===== config.mk =====
export PLATFORM = sky130hd
export DESIGN_NAME = fetch_stage_buffered
export DESIGN_NICKNAME = d
export VERILOG_FILES = /design/src/rtl/fetch_stage_buffered_pkg.sv /design/src/rtl/fetch_stage_buffered_fifo.sv /design/src/rtl/fetch_stage_buffered.sv
export SDC_FILE = /design/constraint.sdc
export NUM_CORES = 1
export LEC_CHECK = 0
export ABC_CLOCK_PERIOD_IN_PS = 3860
export BUFFER_PORTS_ARGS = -buffer_cell sky130_fd_sc_hd__buf_2
export CORE_MARGIN = 4
export CORE_UTILIZATION = 30
export CTS_CLUSTER_SIZE = 12
export DETAILED_ROUTE_END_ITERATION = 16
export PLACE_DENSITY = 0.46
export SETUP_SLACK_MARGIN = 0.1
export SLEW_MARGIN = 20
export SYNTH_ARGS = -nofsm -noshare
export SYNTH_HDL_FRONTEND = slang
export SYNTH_SLANG_ARGS = --single-unit

===== constraint.sdc =====
create_clock -name clk -period 3.86 [get_ports clk]
set_clock_uncertainty 0.2 [all_clocks]
set_input_delay 0.579 -clock clk [delete_from_list [all_inputs] [get_ports clk]]
set_output_delay 0.579 -clock clk [all_outputs]
set_load 0.03 [all_outputs]

===== src/rtl/fetch_stage_buffered_pkg.sv =====
// Shared constants and buffer-entry layout for the buffered fetch stage.
package fetch_stage_buffered_pkg;

    localparam int unsigned FETCH_INCR = 4;
    localparam logic [31:0] DEFAULT_RESET_PC = 32'h0000_0000;

    // A buffer entry is {inst, pc}, so it is twice the datapath width.
    function automatic int unsigned entry_width(input int unsigned xlen);
        return 2 * xlen;
    endfunction

endpackage


===== src/rtl/fetch_stage_buffered_fifo.sv =====
// Synchronous FIFO with flush, combinational head read and an occupancy count.
module fetch_stage_buffered_fifo #(
    parameter int unsigned WIDTH = 64,
    parameter int unsigned DEPTH = 4
) (
    input  logic                     clk,
    input  logic                     rst,
    input  logic                     flush,
    input  logic                     push,
    input  logic [WIDTH-1:0]         push_data,
    input  logic                     pop,
    output logic [WIDTH-1:0]         head_data,
    output logic [$clog2(DEPTH):0]   count
);

    localparam int unsigned PW = $clog2(DEPTH);
    localparam int unsigned CW = PW + 1;

    logic [WIDTH-1:0] mem_q [DEPTH];
    logic [PW-1:0]    rd_ptr_q, rd_ptr_d, wr_ptr_q, wr_ptr_d;
    logic [CW-1:0]    count_q, count_d;
    logic             do_push, do_pop;

    // Flush wins over any simultaneous push or pop; pop on empty is ignored.
    assign do_push = push && !flush;
    assign do_pop  = pop && !flush && (count_q != '0);

    always_comb begin
        rd_ptr_d = rd_ptr_q;
        wr_ptr_d = wr_ptr_q;
        count_d  = count_q;
        if (flush) begin
            rd_ptr_d = '0;
            wr_ptr_d = '0;
            count_d  = '0;
        end else begin
            if (do_push) wr_ptr_d = wr_ptr_q + PW'(1);
            if (do_pop)  rd_ptr_d = rd_ptr_q + PW'(1);
            count_d = count_q + CW'(do_push) - CW'(do_pop);
        end
    end

    always_ff @(posedge clk or negedge rst) begin
        if (!rst) begin
            rd_ptr_q <= '0;
            wr_ptr_q <= '0;
            count_q  <= '0;
        end else begin
            rd_ptr_q <= rd_ptr_d;
            wr_ptr_q <= wr_ptr_d;
            count_q  <= count_d;
        end
    end

    always_ff @(posedge clk) begin
        if (do_push) mem_q[wr_ptr_q] <= push_data;
    end

    assign head_data = mem_q[rd_ptr_q];
    assign count     = count_q;

endmodule


===== src/rtl/fetch_stage_buffered.sv =====
// Buffered fetch stage: credit-limited imem requests, in-order fetch buffer, redirect flush.
// Optional FETCH_MISALIGN_CHK_EN adds misalign_err and halts fetch on misaligned redirects.
module fetch_stage_buffered
    import fetch_stage_buffered_pkg::*;
#(
    parameter int unsigned     XLEN     = 32,
    parameter logic [XLEN-1:0] RESET_PC = XLEN'(DEFAULT_RESET_PC),
    parameter int unsigned     FB_DEPTH = 4
) (
    input  logic            clk,
    input  logic            rst,
    input  logic            b_taken,
    input  logic [XLEN-1:0] b_pc,
    output logic            imem_req_valid,
    input  logic            imem_req_ready,
    output logic [XLEN-1:0] imem_req_addr,
    input  logic            imem_resp_valid,
    input  logic [XLEN-1:0] imem_resp_data,
    output logic            inst_valid,
    input  logic            inst_ready,
    output logic [XLEN-1:0] inst_out,
    output logic [XLEN-1:0] pc_out
`ifdef FETCH_MISALIGN_CHK_EN
    ,
    output logic            misalign_err
`endif
);

    localparam int unsigned CW = $clog2(FB_DEPTH) + 1;
    localparam int unsigned EW = entry_width(XLEN);

    logic [XLEN-1:0] pc_q, pc_d, resp_pc_q, resp_pc_d;
    logic [CW-1:0]   outstanding_q, outstanding_d, drop_cnt_q, drop_cnt_d, count;
    logic [CW+1:0]   credit_used;
    logic [EW-1:0]   head;
    logic            req_fire, resp_keep, resp_drop, pop, halted;

`ifdef FETCH_MISALIGN_CHK_EN
    logic halt_q;

    always_ff @(posedge clk or negedge rst) begin
        if (!rst) begin
            halt_q <= 1'b0;
        end else if (b_taken) begin
            halt_q <= (b_pc[1:0] != 2'b00);
        end
    end

    assign halted       = halt_q;
    assign misalign_err = halt_q;
`else
    assign halted = 1'b0;
`endif

    // Every slot is either in the buffer, awaiting a live response or awaiting a dropped one.
    assign credit_used    = (CW+2)'(outstanding_q) + (CW+2)'(drop_cnt_q) + (CW+2)'(count);
    assign imem_req_valid = rst && !b_taken && !halted && (credit_used < (CW+2)'(FB_DEPTH));
    assign imem_req_addr  = pc_q;

    assign req_fire  = imem_req_valid && imem_req_ready;
    assign resp_drop = imem_resp_valid && (drop_cnt_q != '0);
    assign resp_keep = imem_resp_valid && (drop_cnt_q == '0) && !b_taken;
    assign pop       = inst_valid && inst_ready && !b_taken;

    always_comb begin
        pc_d          = pc_q;
        resp_pc_d     = resp_pc_q;
        outstanding_d = outstanding_q;
        drop_cnt_d    = drop_cnt_q;
        if (b_taken) begin
            pc_d          = b_pc;
            resp_pc_d     = b_pc;
            outstanding_d = '0;
            // A response landing this cycle is already stale, so it retires one in-flight slot.
            drop_cnt_d    = drop_cnt_q + outstanding_q - CW'(imem_resp_valid);
        end else begin
            if (req_fire)  pc_d      = pc_q + XLEN'(FETCH_INCR);
            if (resp_keep) resp_pc_d = resp_pc_q + XLEN'(FETCH_INCR);
            outstanding_d = outstanding_q + CW'(req_fire) - CW'(resp_keep);
            drop_cnt_d    = drop_cnt_q - CW'(resp_drop);
        end
    end

    always_ff @(posedge clk or negedge rst) begin
        if (!rst) begin
            pc_q          <= RESET_PC;
            resp_pc_q     <= RESET_PC;
            outstanding_q <= '0;
            drop_cnt_q    <= '0;
        end else begin
            pc_q          <= pc_d;
            resp_pc_q     <= resp_pc_d;
            outstanding_q <= outstanding_d;
            drop_cnt_q    <= drop_cnt_d;
        end
    end

    fetch_stage_buffered_fifo #(
        .WIDTH (EW),
        .DEPTH (FB_DEPTH)
    ) u_fifo (
        .clk       (clk),
        .rst       (rst),
        .flush     (b_taken),
        .push      (resp_keep),
        .push_data ({imem_resp_data, resp_pc_q}),
        .pop       (pop),
        .head_data (head),
        .count     (count)
    );

    assign inst_valid = (count != '0);
    assign inst_out   = inst_valid ? head[EW-1 -: XLEN] : '0;
    assign pc_out     = inst_valid ? head[XLEN-1:0] : '0;

endmodule


==> results.cfg, run 1 <==
[timing]
maxSlewViolCount = 0
fin_setup_tns_ns = 0
fmax_ghz = 0.279
worst_pin_slew_ns = 0.795
period_share_pct = 93.0
rsz0062_at_grt = false
hold_violations = 0
relSlewSlack_pct = 47.0
setup_viol = 0
period_needed_ns = 3.59

[synth]
yosys_warnings = 0
syn_nets = 1004
synth_seq_cells = 333
yosys.area.top_type_share_pct = 54.0
synth_edf_count = 256
yosysMostFrequentCell = edfxtp_1
async_flop_share_pct = 23.1
synth_ff_type = edfxtp_1
ys_seq_area_share_pct = 67.5
syn_avg_cell_area_um2 = 15.7
ys_types = 52
synth_top_area_cell = edfxtp_1
yosys-top-cells-count = edfxtp_1 (256), dfrtp_1 (77), and2_1 (66)
synth_cells = 910
syn_area_um2 = 14200
synthTopCellsByArea = edfxtp_1 (54%), dfrtp_1 (14%), mux4_2 (10%)

[grt]
grt_max_degree = 67
grt_pass1_vias = 9004
grt_pass1_wl_um = 54500
antenna_found_initial = 0
grt_usage_pct = 13.9
overflow = 0

[clock_network]
clk_pin_slew_worst_paths_ns = 0.06
clock_sinks = 333
clk-insertion-delay-late_ns = 0.54
cts_root_buf = clkbuf_16
tritoncts = done
htreeDepth = 2
cts_buffers = 40
cts_buffer_depth = 3

[power_and_ir_drop]
leakage_uw = 0.00622
power_density_nw_per_um2 = 630
design_power_total_uw = 10800
irDropWorstVdd_mv = 0.270

[drt]
drtIter0Drc = 478
top_layer_used = met4
antenna_left = 0
viasPerCell = 4.83
wl_met1_um = 16700
firstDrtPassIters = 5
wl_met3_um = 1760
num_vias = 8407
drc = 0
finalWirelength_um = 35300
wl_met2_um = 16000
wire_per_inst_um = 20.3

[hold_path]
hold_class = input pin to flip-flop
hold_depth = 1
hold_path_startpoint = imem_resp_data[30]
hold_end = u_fifo.mem_q[0][62]

[place]
globalplace.congestion = 0.811
dp_hpwl_um = 22700
portBuffers = 167

[setup_path]
critical_path.cell_chain = inv_2 -> fa_1 -> nor2_1 -> fa_1 -> nor2_4 -> o211ai_1 -> nor2_1 -> buf_4
critPathCaptureType = output pin
worst-path-buf-inv = 2
worstSetupPathType = flip-flop to output pin
critical_path_arrival_ns = 2.81
worst_ep_required_time_ns = 3.08
rr_worst_depth = 10
crit_family = adder cells
critical_path.slowest_cell = fa_1
timing.rr.start = outstanding_q[1]
worstReg2RegEnd = imem_req_addr[16]
start_kind = flip-flop
crit_path_max_incr_delay_ns = 0.51
cp_max_fo = 3
r2r_slack_ns = 0.41

[die]
row_count = 79
core_um2 = 46800
dieWidth_um = 226
start_util_pct = 30.5
die_y_um = 226
dieArea_um2 = 51000
io-pin-count = 168

[final_layout]
drive_gt1_share_pct = 29.8
nets = 1199
antennaDiodeCount = 0
multi_input_area_um2 = 4350
final_util_pct = 36.7
regArea_um2 = 9620
area_growth_pct = 20.6
nFillCells = 4476

[run]
cap_violations = 0

[run_status]
status = finished clean
[area by class of cell]
class | count | share of cell area [%]
sequential | 333 | 56.0
multi-input combinational | 496 | 25.3
timing repair buffer | 196 | 6.69
clock buffer | 51 | 6.19
tap | 607 | 4.42
inverter | 38 | 0.830
clock inverter | 18 | 0.524
[placed cells by master (no fill, tap or decap), drive strengths merged, types with 11 or more instances in the layout]
cell type / Yosys / routed
nand2: 59 / 59
clkinv: 0 / 14
a21o: 11 / 11
and2: 66 / 66
nand3: 28 / 28
mux4: 64 / 64
edfxtp: 256 / 256
xnor2: 13 / 13
nand4: 23 / 23
a21oi: 15 / 15
clkbuf: 23 / 51
buf: 20 / 195
xor2: 26 / 26
o21ai: 46 / 46
inv: 38 / 38
nor2: 26 / 26
dfrtp: 77 / 77
ha: 18 / 18
[cell families after synthesis]
| logic type | count (synthesis) | synth area share, % |
|---|---|---|
| mux | 67 | 10.3 |
| xor+xnor | 39 | 2.40 |
| compound gates | 110 | 4.99 |
| fa+ha+maj | 24 | 2.42 |
| flops | 333 | 67.5 |
| buf+inv | 81 | 2.33 |
| simple gates | 256 | 10.0 |
[state kept, by name, summed over array words and instances, names as in the netlist]
| signal | flops |
|---|---|
| u_fifo.mem_q | 256 |
| imem_req_addr | 32 |
| u_fifo.rd_ptr_q | 2 |
| drop_cnt_q | 3 |
| outstanding_q | 3 |
| u_fifo.count | 3 |
| u_fifo.wr_ptr_q | 2 |
| resp_pc_q | 32 |
[worst max path at each step]
stage,from,end,cells past startpoint
finish,outstanding_q[1],imem_req_valid,8
global route,outstanding_q[1],imem_req_valid,8
CTS,u_fifo.count[1],imem_req_valid,8
detailed placement,outstanding_q[1],outstanding_q[2],15
global placement,drop_cnt_q[1],outstanding_q[2],15
floorplan,outstanding_q[1],outstanding_q[2],17
[where the power goes]
part | internal, µW | switching, µW | total, µW
registers | 4080 | 241 | 4320
clock network | 1940 | 1430 | 3370
logic | 1150 | 1970 | 3120
[per-layer routing]
layer	GRT usage, %	up-vias
li1	-	3871
met1	20.1	4255
met2	21.4	229
met3	2.55	52
met4	4.37	0
met5	0	-
[repair_timing]
item                       CTS  global route
setup buffers                0             1
hold buffers                 1             0
gates resized for setup      0             6
hold endpoints to repair    28             0
setup endpoints to repair    0             1
[stage by stage]
stage	setup slack [ns]	hold WS (ns)	cell area [µm²]	std cells
2_1_floorplan	0.102	0.0834	14300	910
3_3_place_gp	0.354	0.299	16000	1668
3_5_place_dp	0.343	0.310	16000	1668
4_1_cts	0.154	0.0171	17200	1738
5_1_grt	0.115	0.0315	17200	1739
6_report	0.271	0.0639	17200	1739
No activity file was read; power rests on OpenSTA's default activity.
==> run 2: changes to the inputs <==
--- a/config.mk
+++ b/config.mk
@@ -7,13 +7,15 @@
 export LEC_CHECK = 0
 export ABC_CLOCK_PERIOD_IN_PS = 3860
 export BUFFER_PORTS_ARGS = -buffer_cell sky130_fd_sc_hd__buf_2
+export CAP_MARGIN = 15
+export CELL_PAD_IN_SITES_DETAIL_PLACEMENT = 2
+export CELL_PAD_IN_SITES_GLOBAL_PLACEMENT = 2
 export CORE_MARGIN = 4
 export CORE_UTILIZATION = 30
 export CTS_CLUSTER_SIZE = 12
 export DETAILED_ROUTE_END_ITERATION = 16
-export PLACE_DENSITY = 0.46
+export PLACE_DENSITY = 0.6
 export SETUP_SLACK_MARGIN = 0.1
-export SLEW_MARGIN = 20
 export SYNTH_ARGS = -nofsm -noshare
 export SYNTH_HDL_FRONTEND = slang
 export SYNTH_SLANG_ARGS = --single-unit
==> results.cfg, run 2 (synthesis gave the netlist of run 1 again) <==
[power_and_ir_drop]
p_sw_uw = 3770
intPower_uw = 7480
sequentialPowerShare_pct = 38.6
clkPwrFrac_pct = 33.4
swShare_pct = 33.5
irDropWorstVdd_mv = 0.272
leakage_uw = 0.00631
combPwrFrac_pct = 28.0
power_density_nw_per_um2 = 649

[setup_path]
worstSetupPathType = flip-flop to output pin
r2r_slack_ns = 0.36
worst_ep_required_time_ns = 3.08
cp_max_fo = 3
critPathCaptureType = output pin
critical_path_arrival_ns = 2.79
start_kind = flip-flop

[clock_network]
cts_buffers = 40
clock_sinks = 333
clk_pin_slew_worst_paths_ns = 0.06
cts_buffer_depth = 3
cts_root_buf = clkbuf_16
tritoncts = done
clk-insertion-delay-late_ns = 0.55
htreeDepth = 2

[timing]
relSlewSlack_pct = 47.5
hold_violations = 0
rsz0062_at_grt = false
setup_viol = 0
worst_pin_slew_ns = 0.788
period_needed_ns = 3.57
maxSlewViolCount = 0
fin_setup_tns_ns = 0
layout_setup_ws_ns = 0.289
fmax_ghz = 0.280
period_share_pct = 92.5

[grt]
grt_usage_pct = 15.5
antenna_found_initial = 0
grt_pass1_wl_um = 60700
overflow = 0
grt_pass1_vias = 9741
grt_max_degree = 65

[place]
globalplace.congestion = 0.758
post-place-ws_ns = 0.252
dp_hpwl_um = 26000
dp_cells = 1667
portBuffers = 167

[die]
dieArea_um2 = 51000
core_um2 = 46800
row_count = 79
start_util_pct = 30.5
die_y_um = 226
dieWidth_um = 226
io-pin-count = 168

[drt]
num_vias = 8589
antenna_left = 0
wire_per_inst_um = 22.6
drtIter0Drc = 461
firstDrtPassIters = 5
finalWirelength_um = 39500
viasPerCell = 4.92
drc = 0

[final_layout]
area_growth_pct = 21.6
layout_common_cells = edfxtp_1 (256), buf_2 (165), dfrtp_1 (74), and2_1 (66), mux4_2 (64)
layout_commonest_cell = edfxtp_1
top_register = u_fifo.mem_q
final_cells = 1745
largest_reg_flops = 256
nets = 1200
antennaDiodeCount = 0
drive_gt1_share_pct = 29.9

[hold_path]
hold_class = input pin to flip-flop

[run_status]
status = finished clean

[run]
cap_violations = 0
[run 2: path summary, 6_finish.rpt]
path | from | end | cells after the start
worst min-delay path | imem_resp_data[0] | u_fifo.mem_q[2][32] | 1
worst min register to register | imem_req_addr[1] | imem_req_addr[1] | 2
min in group asynchronous | rst | imem_req_addr[4] | 3
max in group asynchronous | rst | u_fifo.rd_ptr_q[0] | 4
worst max register to register | outstanding_q[1] | outstanding_q[2] | 15
worst max-delay path | outstanding_q[1] | imem_req_valid | 8
[run 2: cell type report]
type                       instances  area (µm²)
clock buffer                      57        1100
tap                              607         759
clock inverter                    17         219
sequential                       333        9620
fill                            4672       29400
inverter                          38         143
multi-input combinational        496        4340
timing repair buffer             197        1150
[run 2: repair_timing]
| action | in CTS | in global routing |
|---|---|---|
| setup endpoints to repair | 0 | 3 |
| hold buffers | 2 | 1 |
| gates resized for setup | 0 | 6 |
| buffers inserted | 0 | 1 |
| hold endpoints to repair | 28 | 2 |
[run 2: critical path, cell delays in order, from the launching register on]
cell	delay, ns
dfrtp_2	0.40
inv_2	0.06
fa_1	0.59
nor2_2	0.06
fa_1	0.48
nor2_4	0.16
o211ai_1	0.10
nor2_1	0.20
buf_4	0.19
[run 2: routing by layer]
| metal | GRT usage (%) | vias to the layer above | wire, µm |
|---|---|---|---|
| met3 | 3.22 | 50 | 1980 |
| met5 | 0 | - | 0 |
| met2 | 25.8 | 192 | 18900 |
| met4 | 3.20 | 0 | 581 |
| li1 | - | 3873 | - |
| met1 | 21.1 | 4474 | 18000 |
[run 2: metrics by stage]
| step | instance area [µm²] | util, % | hold WS [ns] | total power, µW |
|---|---|---|---|---|
| detailed placement | 16000 | 34.1 | 0.320 | 7630 |
| CTS | 17300 | 37.0 | 0.00100 | 11500 |
| finish | 17300 | 37.1 | 0.0428 | 11200 |
| global placement | 16000 | 34.1 | 0.298 | 7580 |
| global route | 17300 | 37.1 | 0.00408 | 11900 |
| floorplan | 14300 | - | 0.0834 | 6520 |
[run 2: power by group through the flow]
stage	clock, µW	sequential [µW]	combinational (µW)
floorplan	0	4430	2090
global placement	0	4400	3180
detailed placement	0	4420	3220
CTS	3900	4350	3230
global route	4060	4380	3440
finish	3760	4340	3150
